<file path="src/rtl/ddr2_arb_pkg.sv">
// Shared constants for the DDR2 local-port arbiter: requester address layout and requester ids.
// Address packing is {row, bank, col}, column in the least significant bits.
package ddr2_arb_pkg;
    localparam int ARB_DATA_W         = 256;
    localparam int ARB_ADDR_W         = 26;
    localparam int ARB_ROW_W          = 14;
    localparam int ARB_BANK_W         = 3;
    localparam int ARB_COL_W          = 9;
    localparam int ARB_MAX_HOLD       = 8;
    localparam int ARB_RD_OUTSTANDING = 16;

    localparam int COL_LSB  = 0;
    localparam int BANK_LSB = ARB_COL_W;
    localparam int ROW_LSB  = ARB_COL_W + ARB_BANK_W;

    localparam logic REQ_ACQ  = 1'b0;
    localparam logic REQ_HOST = 1'b1;
endpackage

</file>
<file path="src/rtl/ddr2_local_port_arbiter_if.sv">
// Requester-side and controller-side signals of the local-port arbiter.
// slave = arbiter's view; master = the surrounding requesters and controller wrapper.
interface ddr2_local_port_arbiter_if
    import ddr2_arb_pkg::*;
#(
    parameter int DATA_W = ARB_DATA_W,
    parameter int ADDR_W = ARB_ADDR_W,
    parameter int ROW_W  = ARB_ROW_W,
    parameter int BANK_W = ARB_BANK_W,
    parameter int COL_W  = ARB_COL_W
);
    logic [1:0]          rq_read;
    logic [1:0]          rq_write;
    logic [ADDR_W-1:0]   rq_addr0;
    logic [ADDR_W-1:0]   rq_addr1;
    logic [DATA_W-1:0]   rq_wdata0;
    logic [DATA_W-1:0]   rq_wdata1;
    logic [DATA_W/8-1:0] rq_be0;
    logic [DATA_W/8-1:0] rq_be1;
    logic [1:0]          rq_waitreq;
    logic [DATA_W-1:0]   rq_rdata;
    logic [1:0]          rq_rdvalid;

    logic                local_ready;
    logic                local_init_done;
    logic [DATA_W-1:0]   local_rdata;
    logic                local_rdata_valid;
    logic                local_read_req;
    logic                local_write_req;
    logic                local_burstbegin;
    logic                local_size;
    logic [ROW_W-1:0]    local_row_addr;
    logic [BANK_W-1:0]   local_bank_addr;
    logic [COL_W-1:0]    local_col_addr;
    logic                local_cs_addr;
    logic [DATA_W-1:0]   local_wdata;
    logic [DATA_W/8-1:0] local_be;
    logic                err_orphan;

    modport slave (
        input  rq_read, rq_write, rq_addr0, rq_addr1, rq_wdata0, rq_wdata1, rq_be0, rq_be1,
        input  local_ready, local_init_done, local_rdata, local_rdata_valid,
        output rq_waitreq, rq_rdata, rq_rdvalid,
        output local_read_req, local_write_req, local_burstbegin, local_size,
        output local_row_addr, local_bank_addr, local_col_addr, local_cs_addr,
        output local_wdata, local_be, err_orphan
    );

    modport master (
        output rq_read, rq_write, rq_addr0, rq_addr1, rq_wdata0, rq_wdata1, rq_be0, rq_be1,
        output local_ready, local_init_done, local_rdata, local_rdata_valid,
        input  rq_waitreq, rq_rdata, rq_rdvalid,
        input  local_read_req, local_write_req, local_burstbegin, local_size,
        input  local_row_addr, local_bank_addr, local_col_addr, local_cs_addr,
        input  local_wdata, local_be, err_orphan
    );
endinterface

</file>
<file path="src/rtl/ddr2_arb_owner_fifo.sv">
// Read-owner FIFO: 1-bit requester ids in issue order, with occupancy count.
// Latency: head visible the cycle after push; pop takes effect at the next edge.
// Backpressure: push ignored when full unless a pop frees the slot in the same cycle.
module ddr2_arb_owner_fifo #(
    parameter  int DEPTH = 16,
    localparam int CNT_W = $clog2(DEPTH + 1),
    localparam int PTR_W = $clog2(DEPTH)
) (
    input  logic             clk,
    input  logic             reset,
    input  logic             push,
    input  logic             push_dat,
    input  logic             pop,
    output logic             pop_dat,
    output logic             full,
    output logic             empty,
    output logic [CNT_W-1:0] count
);
    logic [DEPTH-1:0] mem_q, mem_d;
    logic [PTR_W-1:0] wr_ptr_q, wr_ptr_d;
    logic [PTR_W-1:0] rd_ptr_q, rd_ptr_d;
    logic [CNT_W-1:0] count_q, count_d;
    logic             do_push, do_pop;

    function automatic logic [PTR_W-1:0] ptr_inc(input logic [PTR_W-1:0] p);
        return (p == PTR_W'(DEPTH - 1)) ? '0 : p + PTR_W'(1);
    endfunction

    assign empty   = (count_q == '0);
    assign full    = (count_q == CNT_W'(DEPTH));
    assign pop_dat = mem_q[rd_ptr_q];
    assign count   = count_q;

    always_comb begin
        do_pop   = pop && !empty;
        do_push  = push && (!full || do_pop);
        mem_d    = mem_q;
        wr_ptr_d = wr_ptr_q;
        rd_ptr_d = rd_ptr_q;
        count_d  = count_q;
        if (do_push) begin
            mem_d[wr_ptr_q] = push_dat;
            wr_ptr_d        = ptr_inc(wr_ptr_q);
        end
        if (do_pop) begin
            rd_ptr_d = ptr_inc(rd_ptr_q);
        end
        case ({do_push, do_pop})
            2'b10:   count_d = count_q + CNT_W'(1);
            2'b01:   count_d = count_q - CNT_W'(1);
            default: count_d = count_q;
        endcase
    end

    always_ff @(posedge clk) begin
        mem_q <= mem_d;
        if (reset) begin
            wr_ptr_q <= '0;
            rd_ptr_q <= '0;
            count_q  <= '0;
        end else begin
            wr_ptr_q <= wr_ptr_d;
            rd_ptr_q <= rd_ptr_d;
            count_q  <= count_d;
        end
    end
endmodule

</file>
<file path="src/rtl/ddr2_local_port_arbiter.sv">
// Two-requester round-robin arbiter for the DDR2 local port with bounded grant hold and in-order read return.
// Latency: command path and read-return routing are combinational (zero cycles).
// Backpressure: rq_waitreq high unless granted and local_ready; reads throttled at RD_OUTSTANDING in flight.
module ddr2_local_port_arbiter
    import ddr2_arb_pkg::*;
#(
    parameter int DATA_W         = ARB_DATA_W,
    parameter int ADDR_W         = ARB_ADDR_W,
    parameter int ROW_W          = ARB_ROW_W,
    parameter int BANK_W         = ARB_BANK_W,
    parameter int COL_W          = ARB_COL_W,
    parameter int MAX_HOLD       = ARB_MAX_HOLD,
    parameter int RD_OUTSTANDING = ARB_RD_OUTSTANDING
) (
    input logic                       clk,
    input logic                       reset,
    ddr2_local_port_arbiter_if.slave  bus
);
    localparam int HOLD_W = $clog2(MAX_HOLD + 1);
    localparam int CNT_W  = $clog2(RD_OUTSTANDING + 1);

    logic              owner_q, owner_d;
    logic [HOLD_W-1:0] hold_q, hold_d;
    logic              err_orphan_q, err_orphan_d;

    logic [1:0]        elig_wr, elig_rd, elig;
    logic              rd_room, other_id;
    logic              gnt_vld, gnt_id, gnt_is_wr, accept;
    logic [ADDR_W-1:0] gnt_addr;

    logic              fifo_push, fifo_pop, fifo_head, fifo_full, fifo_empty;
    logic [CNT_W-1:0]  outstanding;

    // Write wins over a simultaneous read on the same requester; the read simply stays waited.
    always_comb begin
        rd_room  = (outstanding < CNT_W'(RD_OUTSTANDING));
        elig_wr  = bus.rq_write & {2{bus.local_init_done && !reset}};
        elig_rd  = bus.rq_read & ~bus.rq_write & {2{bus.local_init_done && rd_room && !reset}};
        elig     = elig_wr | elig_rd;
        other_id = ~owner_q;
        gnt_vld  = 1'b0;
        gnt_id   = owner_q;
        if (elig[owner_q] && ((hold_q < HOLD_W'(MAX_HOLD)) || !elig[other_id])) begin
            gnt_vld = 1'b1;
            gnt_id  = owner_q;
        end else if (elig[other_id]) begin
            gnt_vld = 1'b1;
            gnt_id  = other_id;
        end
        gnt_is_wr = elig_wr[gnt_id];
        accept    = gnt_vld && bus.local_ready;
        gnt_addr  = gnt_id ? bus.rq_addr1 : bus.rq_addr0;
    end

    always_comb begin
        bus.local_write_req  = gnt_vld && gnt_is_wr;
        bus.local_read_req   = gnt_vld && !gnt_is_wr;
        bus.local_burstbegin = gnt_vld;
        bus.local_size       = 1'b1;
        bus.local_cs_addr    = 1'b0;
        bus.local_row_addr   = gnt_addr[ROW_LSB +: ROW_W];
        bus.local_bank_addr  = gnt_addr[BANK_LSB +: BANK_W];
        bus.local_col_addr   = gnt_addr[COL_LSB +: COL_W];
        bus.local_wdata      = gnt_id ? bus.rq_wdata1 : bus.rq_wdata0;
        bus.local_be         = gnt_id ? bus.rq_be1 : bus.rq_be0;
        bus.rq_waitreq       = 2'b11;
        if (accept) begin
            bus.rq_waitreq[gnt_id] = 1'b0;
        end
    end

    // A beat arriving with nothing owed is dropped and flagged rather than misrouted.
    always_comb begin
        fifo_push                = accept && !gnt_is_wr && !fifo_full;
        fifo_pop                 = bus.local_rdata_valid && !fifo_empty && !reset;
        bus.rq_rdata             = bus.local_rdata;
        bus.rq_rdvalid           = 2'b00;
        bus.rq_rdvalid[REQ_ACQ]  = fifo_pop && (fifo_head == REQ_ACQ);
        bus.rq_rdvalid[REQ_HOST] = fifo_pop && (fifo_head == REQ_HOST);
        bus.err_orphan           = err_orphan_q;
        err_orphan_d             = err_orphan_q || (bus.local_rdata_valid && fifo_empty && !reset);
    end

    always_comb begin
        owner_d = owner_q;
        hold_d  = hold_q;
        if (accept) begin
            if (gnt_id == owner_q) begin
                if (hold_q < HOLD_W'(MAX_HOLD)) begin
                    hold_d = hold_q + HOLD_W'(1);
                end
            end else begin
                owner_d = gnt_id;
                hold_d  = HOLD_W'(1);
            end
        end else if (!gnt_vld) begin
            hold_d = '0;
        end
    end

    always_ff @(posedge clk) begin
        if (reset) begin
            owner_q      <= REQ_ACQ;
            hold_q       <= '0;
            err_orphan_q <= 1'b0;
        end else begin
            owner_q      <= owner_d;
            hold_q       <= hold_d;
            err_orphan_q <= err_orphan_d;
        end
    end

    ddr2_arb_owner_fifo #(
        .DEPTH (RD_OUTSTANDING)
    ) u_owner_fifo (
        .clk      (clk),
        .reset    (reset),
        .push     (fifo_push),
        .push_dat (gnt_id),
        .pop      (fifo_pop),
        .pop_dat  (fifo_head),
        .full     (fifo_full),
        .empty    (fifo_empty),
        .count    (outstanding)
    );
endmodule

</file>
<file path="src/flat_wrapper.sv">
// flat-port wrapper written by rule: the top's interface ports become plain ports
module ddr2_local_port_arbiter_flat import ddr2_arb_pkg::*;
#(
    parameter int DATA_W         = ARB_DATA_W,
    parameter int ADDR_W         = ARB_ADDR_W,
    parameter int ROW_W          = ARB_ROW_W,
    parameter int BANK_W         = ARB_BANK_W,
    parameter int COL_W          = ARB_COL_W,
    parameter int MAX_HOLD       = ARB_MAX_HOLD,
    parameter int RD_OUTSTANDING = ARB_RD_OUTSTANDING
)
  (clk, reset, bus_rq_read, bus_rq_write, bus_rq_addr0, bus_rq_addr1, bus_rq_wdata0, bus_rq_wdata1, bus_rq_be0, bus_rq_be1, bus_local_ready, bus_local_init_done, bus_local_rdata, bus_local_rdata_valid, bus_rq_waitreq, bus_rq_rdata, bus_rq_rdvalid, bus_local_read_req, bus_local_write_req, bus_local_burstbegin, bus_local_size, bus_local_row_addr, bus_local_bank_addr, bus_local_col_addr, bus_local_cs_addr, bus_local_wdata, bus_local_be, bus_err_orphan);
  ddr2_local_port_arbiter_if #(.DATA_W(DATA_W), .ADDR_W(ADDR_W), .ROW_W(ROW_W), .BANK_W(BANK_W), .COL_W(COL_W)) bus_i ();
  input logic clk;
  input logic reset;
  input wire logic [$bits(bus_i.rq_read)-1:0] bus_rq_read;
  input wire logic [$bits(bus_i.rq_write)-1:0] bus_rq_write;
  input wire logic [$bits(bus_i.rq_addr0)-1:0] bus_rq_addr0;
  input wire logic [$bits(bus_i.rq_addr1)-1:0] bus_rq_addr1;
  input wire logic [$bits(bus_i.rq_wdata0)-1:0] bus_rq_wdata0;
  input wire logic [$bits(bus_i.rq_wdata1)-1:0] bus_rq_wdata1;
  input wire logic [$bits(bus_i.rq_be0)-1:0] bus_rq_be0;
  input wire logic [$bits(bus_i.rq_be1)-1:0] bus_rq_be1;
  input wire logic [$bits(bus_i.local_ready)-1:0] bus_local_ready;
  input wire logic [$bits(bus_i.local_init_done)-1:0] bus_local_init_done;
  input wire logic [$bits(bus_i.local_rdata)-1:0] bus_local_rdata;
  input wire logic [$bits(bus_i.local_rdata_valid)-1:0] bus_local_rdata_valid;
  output wire logic [$bits(bus_i.rq_waitreq)-1:0] bus_rq_waitreq;
  output wire logic [$bits(bus_i.rq_rdata)-1:0] bus_rq_rdata;
  output wire logic [$bits(bus_i.rq_rdvalid)-1:0] bus_rq_rdvalid;
  output wire logic [$bits(bus_i.local_read_req)-1:0] bus_local_read_req;
  output wire logic [$bits(bus_i.local_write_req)-1:0] bus_local_write_req;
  output wire logic [$bits(bus_i.local_burstbegin)-1:0] bus_local_burstbegin;
  output wire logic [$bits(bus_i.local_size)-1:0] bus_local_size;
  output wire logic [$bits(bus_i.local_row_addr)-1:0] bus_local_row_addr;
  output wire logic [$bits(bus_i.local_bank_addr)-1:0] bus_local_bank_addr;
  output wire logic [$bits(bus_i.local_col_addr)-1:0] bus_local_col_addr;
  output wire logic [$bits(bus_i.local_cs_addr)-1:0] bus_local_cs_addr;
  output wire logic [$bits(bus_i.local_wdata)-1:0] bus_local_wdata;
  output wire logic [$bits(bus_i.local_be)-1:0] bus_local_be;
  output wire logic [$bits(bus_i.err_orphan)-1:0] bus_err_orphan;
  assign bus_i.rq_read = bus_rq_read;
  assign bus_i.rq_write = bus_rq_write;
  assign bus_i.rq_addr0 = bus_rq_addr0;
  assign bus_i.rq_addr1 = bus_rq_addr1;
  assign bus_i.rq_wdata0 = bus_rq_wdata0;
  assign bus_i.rq_wdata1 = bus_rq_wdata1;
  assign bus_i.rq_be0 = bus_rq_be0;
  assign bus_i.rq_be1 = bus_rq_be1;
  assign bus_i.local_ready = bus_local_ready;
  assign bus_i.local_init_done = bus_local_init_done;
  assign bus_i.local_rdata = bus_local_rdata;
  assign bus_i.local_rdata_valid = bus_local_rdata_valid;
  assign bus_rq_waitreq = bus_i.rq_waitreq;
  assign bus_rq_rdata = bus_i.rq_rdata;
  assign bus_rq_rdvalid = bus_i.rq_rdvalid;
  assign bus_local_read_req = bus_i.local_read_req;
  assign bus_local_write_req = bus_i.local_write_req;
  assign bus_local_burstbegin = bus_i.local_burstbegin;
  assign bus_local_size = bus_i.local_size;
  assign bus_local_row_addr = bus_i.local_row_addr;
  assign bus_local_bank_addr = bus_i.local_bank_addr;
  assign bus_local_col_addr = bus_i.local_col_addr;
  assign bus_local_cs_addr = bus_i.local_cs_addr;
  assign bus_local_wdata = bus_i.local_wdata;
  assign bus_local_be = bus_i.local_be;
  assign bus_err_orphan = bus_i.err_orphan;
  ddr2_local_port_arbiter #(.DATA_W(DATA_W), .ADDR_W(ADDR_W), .ROW_W(ROW_W), .BANK_W(BANK_W), .COL_W(COL_W), .MAX_HOLD(MAX_HOLD), .RD_OUTSTANDING(RD_OUTSTANDING)) u_core (.clk(clk), .reset(reset), .bus(bus_i));
endmodule
</file>
<file path="config.mk">
export PLATFORM = sky130hd
export DESIGN_NAME = ddr2_local_port_arbiter_flat
export DESIGN_NICKNAME = d
export VERILOG_FILES = /design/src/rtl/ddr2_arb_pkg.sv /design/src/rtl/ddr2_local_port_arbiter_if.sv /design/src/rtl/ddr2_arb_owner_fifo.sv /design/src/rtl/ddr2_local_port_arbiter.sv /design/src/flat_wrapper.sv
export SDC_FILE = /design/constraint.sdc
export NUM_CORES = 1
export LEC_CHECK = 0
export BUFFER_PORTS_ARGS = -buffer_cell sky130_fd_sc_hd__buf_4
export CELL_PAD_IN_SITES_DETAIL_PLACEMENT = 2
export CELL_PAD_IN_SITES_GLOBAL_PLACEMENT = 2
export CORE_AREA = 2 2 572 574
export CTS_CLUSTER_DIAMETER = 40
export DETAILED_ROUTE_END_ITERATION = 16
export DIE_AREA = 0 0 574 576
export GPL_TIMING_DRIVEN = 0
export PLACE_DENSITY_LB_ADDON = 0.05
export SKIP_CTS_REPAIR_TIMING = 1
export SLEW_MARGIN = 20
export SYNTH_ARGS = -nofsm -noshare
export SYNTH_HDL_FRONTEND = slang
export SYNTH_SLANG_ARGS = --single-unit
</file>
<file path="constraint.sdc">
create_clock -name clk -period 3.1 [get_ports clk]
set_input_delay 0.62 -clock clk [delete_from_list [all_inputs] [get_ports clk]]
set_output_delay 0.62 -clock clk [all_outputs]
set_load 0.02 [all_outputs]
</file>
Word level (Yosys, flattened, before mapping)
Index checks and enable logic that the tools add are counted.
Storage, ports and cells
  bits in registers: 35
  bits in latches: 0
  RAM bits: 0
  ROM bits: 0
  input bits: 893
  output and inout bits: 580
  word-level logic and storage cells: 97
  memories: 0
Operators by class
  add/subtract/negate cells: 5
  multipliers: 0
  div/mod/pow operators: 0
  $lt $le $gt $ge: 9
  equal/unequal tests: 8
  shift operators: 0
  muxes and demuxes: 28
  bitwise operators: 9
  reduce and logical (&&, ||, !) cells: 31
Operator list (number)
  $mux W256: 1
  $mux W32: 1
  $mux W26: 1
  $mux W4: 6
  $logic_and A1 B1 Y1: 19
  $bwmux W16: 1
  $mux W1: 13
  $add A4 B1 Y4 const B: 3
  $lt A4 B5 Y1 const B: 2
  $pmux W5 S2: 1
  $eq A4 B4 Y1 const B: 2
  $and A2 B2 Y2: 3
  $lt A1 B2 Y1 const B: 3
  $add A5 B1 Y5 const B: 1
  $eq A5 B5 Y1 const B: 1
  $logic_not A1 Y1: 5
  $logic_not A5 Y1: 1
  $lt A5 B5 Y1 const B: 1
  $sub A5 B1 Y5 const B: 1
  $bmux W1 S4: 1
  $demux W1 S4: 1
  $ge A4 B1 Y1 const B: 1
  $lt A4 B4 Y1 const B: 1
  $not A2 Y2: 2
  13 further kinds: 18

Longest topological paths before layout
  depth after elaboration: 19
  mapped depth: 16
  gate-level depth less buffers: 13

By module
A second synthesis with hierarchy kept.
Second synthesis, totals
  cells, all modules: 826
  area, all modules: 9076.2 sq um
By module, submodules not included
  ddr2_local_port_arbiter: instances 1, cells each 686, area each 7526.0 sq um, sequential area each 120.1 sq um
  ddr2_arb_owner_fifo: instances 1, cells each 140, area each 1550.2 sq um, sequential area each 740.7 sq um

Least setup slack after synthesis
No wires, ideal clock.
  path type: input port to flip-flop
  start: input bus_rq_write[0]
  end: register u_core.u_owner_fifo.count_q[2] (netlist: u_core.u_owner_fifo.count[2])
  setup time: 0.071 ns
  arrival time: 3.229 ns
  required time: 3.029 ns
  slack: -0.200 ns
  stages on the path: 13
  path buffers: 1
  path through: or3b_1 -> a2111oi_4 -> nor3_2 -> a31oi_4 -> inv_2 -> ha_1 -> clkbuf_1 -> xor2_1 -> ha_1 -> a21oi_1 -> xor2_1 -> or3_1 -> a21oi_1
Between the ends
  cells in the longest elaborated chain, start to end: 18
  elaborated cells on any way between the ends: 27
  classes of those cells: eq/ne: 2; mux: 11; bitwise: 5; reduce/logical: 9
RTL lines
  start, declared: line flat_wrapper.sv:17  | input wire logic [$bits(bus_i.rq_write)-1:0] bus_rq_write;
  $not A2 Y2: line ddr2_local_port_arbiter.sv:38  | elig_rd = bus.rq_read & ~bus.rq_write & {2{bus.local_init_done && rd_room && !reset}};
  $and A2 B2 Y2 (2 in series): line ddr2_local_port_arbiter.sv:38
  $or A2 B2 Y2: line ddr2_local_port_arbiter.sv:39  | elig = elig_wr | elig_rd;
  $mux W1 (not written as such) (2 in series): line ddr2_local_port_arbiter.sv:43, ddr2_local_port_arbiter.sv:46
  $logic_not A1 Y1: line ddr2_local_port_arbiter.sv:43  | if (elig[owner_q] && ((hold_q < HOLD_W'(MAX_HOLD)) || !elig[other_id])) begin
  $logic_or A1 B1 Y1: line ddr2_local_port_arbiter.sv:43
  $logic_and A1 B1 Y1: line ddr2_local_port_arbiter.sv:43
  $mux W1: line ddr2_local_port_arbiter.sv:43
  $mux W1 (not written as such) (2 in series): line ddr2_local_port_arbiter.sv:50  | gnt_is_wr = elig_wr[gnt_id];
  $logic_not A1 Y1: line ddr2_local_port_arbiter.sv:74  | fifo_push = accept && !gnt_is_wr && !fifo_full;
  $logic_and A1 B1 Y1 (*) (2 in series): line ddr2_local_port_arbiter.sv:74
  $logic_and A1 B1 Y1 (*): line ddr2_arb_owner_fifo.sv:36  | do_push = push && (!full || do_pop);
  $eq A2 B1 Y1 or $eq A2 B2 Y1 (tied branches): line ddr2_arb_owner_fifo.sv:48  | case ({do_push, do_pop})
  $pmux W5 S2 or $reduce_bool A2 Y1 (tied branches)
  end signal, assigned: line ddr2_arb_owner_fifo.sv:64  | count_q <= count_d;
  end, declared: line ddr2_arb_owner_fifo.sv:22  | logic [CNT_W-1:0] count_q, count_d;
Mark *: on every way between the ends. The rest lies on a longest branch, timed or not. The select of a mux whose other input is x is not followed.
A chain may end at the register's enable or synchronous reset.

Worst setup path after layout
  start: input reset
  end: output bus_local_wdata[168]
Between the ends
  cells in the longest elaborated chain, start to end: 11
  elaborated cells on any way between the ends: 16
  classes of those cells: mux: 7; bitwise: 3; reduce/logical: 6
RTL lines
  start, declared: line flat_wrapper.sv:15  | input logic reset;
  $logic_not A1 Y1 (*): line ddr2_local_port_arbiter.sv:37, ddr2_local_port_arbiter.sv:38
  $logic_and A1 B1 Y1 (on tied branches): line ddr2_local_port_arbiter.sv:37, ddr2_local_port_arbiter.sv:38
  $and A2 B2 Y2 (on tied branches): line ddr2_local_port_arbiter.sv:37, ddr2_local_port_arbiter.sv:38
  $or A2 B2 Y2 (*): line ddr2_local_port_arbiter.sv:39
  $mux W1 (not written as such) (2 in series): line ddr2_local_port_arbiter.sv:43, ddr2_local_port_arbiter.sv:46
  $logic_not A1 Y1: line ddr2_local_port_arbiter.sv:43
  $logic_or A1 B1 Y1: line ddr2_local_port_arbiter.sv:43
  $logic_and A1 B1 Y1: line ddr2_local_port_arbiter.sv:43
  $mux W1 (*): line ddr2_local_port_arbiter.sv:43
  $mux W256 (*): line ddr2_local_port_arbiter.sv:64  | bus.local_wdata = gnt_id ? bus.rq_wdata1 : bus.rq_wdata0;
  end, declared: line flat_wrapper.sv:39  | output wire logic [$bits(bus_i.local_wdata)-1:0] bus_local_wdata;
Marks and branches as above.

==> run metrics <==
status finished with violations; failing checks negative setup slack; Power Density around 250 nW/um^2; antenna violations before repair about 160; TritonCTS clock tree yes; top_reg_cell synth dfxtp_1; met3 wire len roughly 18,000 um; P&R area growth vs syn 200%; die extent in x roughly 570 um; Global Route Usage Sum 0.0984; vias in the first global route around 13,000; Mapped Avg Cell Area ~10 sq um; Starting Density 0.0264; port bufs roughly 1,200; Final Hold Viols 0; Crit. End Element output pin; Final Cycle Share 1.06; CTS sink cnt 35; DRC viols 0; WS Path Type in -> out; final setup fails roughly 280; nets around 3,000; met1 WL 67,700 um; crit path max fanout 8; via count of the routed design between 10,000 and 15,000; total congestion overflow 0; P_leak about 0.011 uW; CTS root buffer clkbuf_16; CTS Buf Count 5; share of the synthesized area in the top cell type 0.245; first-pass GRT wire length around 200,000 um; Fin Clk Skew 0.0163 ns; Initial DRT Pass Iterations 4; met2 wire length roughly 89,000 um; row count between 200 and 250; Async S/R FF share, synth 0; VDD IR max 0.179 mV; Netlist Area Pre-Place 8600 sq um; Critical Path AT roughly 2.7 ns; wire per inst around 27 um; WHS 0.498 ns; largest area contributor in the netlist mux2_2; Yosys warning total 0; Worst Setup SP reset; Period minus WS final about 3.3 ns; boundary pin count 1,473; Hold Startpoint u_core.bus.err_orphan$_SDFF_PP0_; CP startpoint kind input pin; worst hold path class reg -> reg; die area 331,000 sq um; Top Layer Used met5; Worst EP required roughly 2.5 ns; RSZ-0062 raised after global routing true; WL final between 150,000 and 200,000 um; clock latency on the worst-skew pair approximately 0.31 ns; die span in y between 500 and 600 um; Post-synth EDFFs 16; most frequent cells in the layout 1,321 x buf_4, 207 x mux2_4, 166 x buf_6; Clock H-tree levels 2; GPL Wtd Cong between 0.8 and 0.9; clk buf depth 2; Setup WS post-layout -0.199 ns; Seq cells post-synth 35; top post-synthesis cells by area mux2_2 24%, buf_4 23%, mux2_4 22%, edfxtp_1 5.6%, dfxtp_1 4.4%; reg-to-reg startpoint u_core.u_owner_fifo.count[4]$_SDFFE_PP0P_; core area about 330,000 sq um; vias per cell about 1.9; layout cells sized above 1 0.911; Cell variety after synth 63; Syn Inst Count ~850; Seq/Total Area, Yosys 0.100; Slew HR 0.353; Final Max Tran Viols 0; clk slew on worst S/H paths 0.07 ns; HPWL Detailed 165,000 um; leading cell type in the layout, fill and taps excluded buf_4; DRT iter0 DRCs roughly 350; Slew @ Worst Pin approximately 0.95 ns; Fmax between 300 and 400 MHz; final core occ 0.0792; Post-Syn Nets 1,748; antenna-violating nets left 0; max_cap viols 0; largest net degree at the start of global routing 18
==> where the power goes <==
part	leakage (uW)	internal [uW]	switching [uW]	total, uW
clock	0.0000847	386	273	658
sequential	0.000302	494	9.93	504
combinational	0.0110	2530	2630	5160
==> flip-flops by register name, summed over array words and instances (netlist names) <==
register and cells:
u_core.owner_q 1, u_core.u_owner_fifo.count 5, u_core.bus.err_orphan 1, u_core.u_owner_fifo.wr_ptr_q 4, u_core.u_owner_fifo.rd_ptr_q 4, u_core.hold_q 4, u_core.u_owner_fifo.mem_q 16
==> kinds of logic (layout without fill, tap and decap cells) <==
kind of cell | after synthesis | count (layout) | synth area share
AO/OA/AOI/OAI | 60 | 61 | 0.0555
XOR/XNOR | 6 | 6 | 0.00611
adder cells (fa/ha/maj) | 9 | 9 | 0.0131
buffers and inverters | 319 | 1586 | 0.279
flip-flops | 35 | 35 | 0.100
multiplexers | 320 | 320 | 0.481
other | 2 | 52 | 0.000874
AND/OR/NAND/NOR | 95 | 95 | 0.0642
==> path summary, 6_finish.rpt <==
| path | slack (ns) | cells after the start | end |
|---|---|---|---|
| setup / recovery | -0.20 | 10 | bus_local_wdata[168] |
| hold / removal | 0.50 | 2 | u_core.bus.err_orphan$_SDFF_PP0_ |
| setup reg to reg | 0.02 | 17 | u_core.u_owner_fifo.count[4]$_SDFFE_PP0P_ |
| hold reg to reg | 0.50 | 2 | u_core.bus.err_orphan$_SDFF_PP0_ |
==> critical path, cell delays in order <==
cell	delay, ns
buf_4	0.13
or2b_4	0.29
o21ai_2	0.16
o221a_4	0.21
buf_12	0.14
clkbuf_16	0.20
buf_16	0.19
buf_12	0.15
mux2_4	0.36
buf_6	0.15
==> routing by layer <==
layer	global-route usage	up-vias
li1	-	5355
met1	0.110	5863
met2	0.176	889
met3	0.0474	187
met4	0.00451	64
met5	0	-
==> stage by stage <==
step	setup TNS, ns	setup slack [ns]	area [sq um]	cells	total power, uW
detailed placement	-155.05	-1.25	23200	6406	5280
CTS	-225.83	-1.33	23300	6414	5980
floorplan	0	0.0191	8620	846	2490
global placement	-146.72	-1.31	23200	6406	5290
global route	-55.15	-0.276	25600	6462	6700
finish	-28.96	-0.199	25800	6510	6330
==> cell type report <==
| type | count | area (sq um) |
|---|---|---|
| multi-input combinational | 493 | 5770 |
| timing repair buffer | 1260 | 10600 |
| sequential | 35 | 862 |
| inverter | 13 | 55.1 |
| tap | 4346 | 5440 |
| clock buffer | 5 | 125 |
| clock inverter | 3 | 47.5 |
| buffer | 305 | 2770 |
| antenna | 50 | 125 |
| fill | 38500 | 300000 |
==> cells in the mapped netlist, drive strengths merged, types with 2 or more instances <==
cell / count
inv: 13
a21o: 2
o21a: 2
a211oi: 4
a31oi: 5
nand2: 12
dfxtp: 19
o21ai: 14
nor2: 21
or3: 3
a311oi: 3
and3: 16
clkbuf: 6
xor2: 4
mux4: 5
a211o: 2
xnor2: 2
nand2b: 4
nor4: 4
conb: 2
nor2b: 7
a2111oi: 2
edfxtp: 16
nand3b: 5
o31ai: 2
nor3: 8
or4: 2
ha: 9
o211ai: 2
a21oi: 12
buf: 300
and2: 4
mux2: 314
or3b: 2
nand3: 4
(Power assumes the default switching activity.)
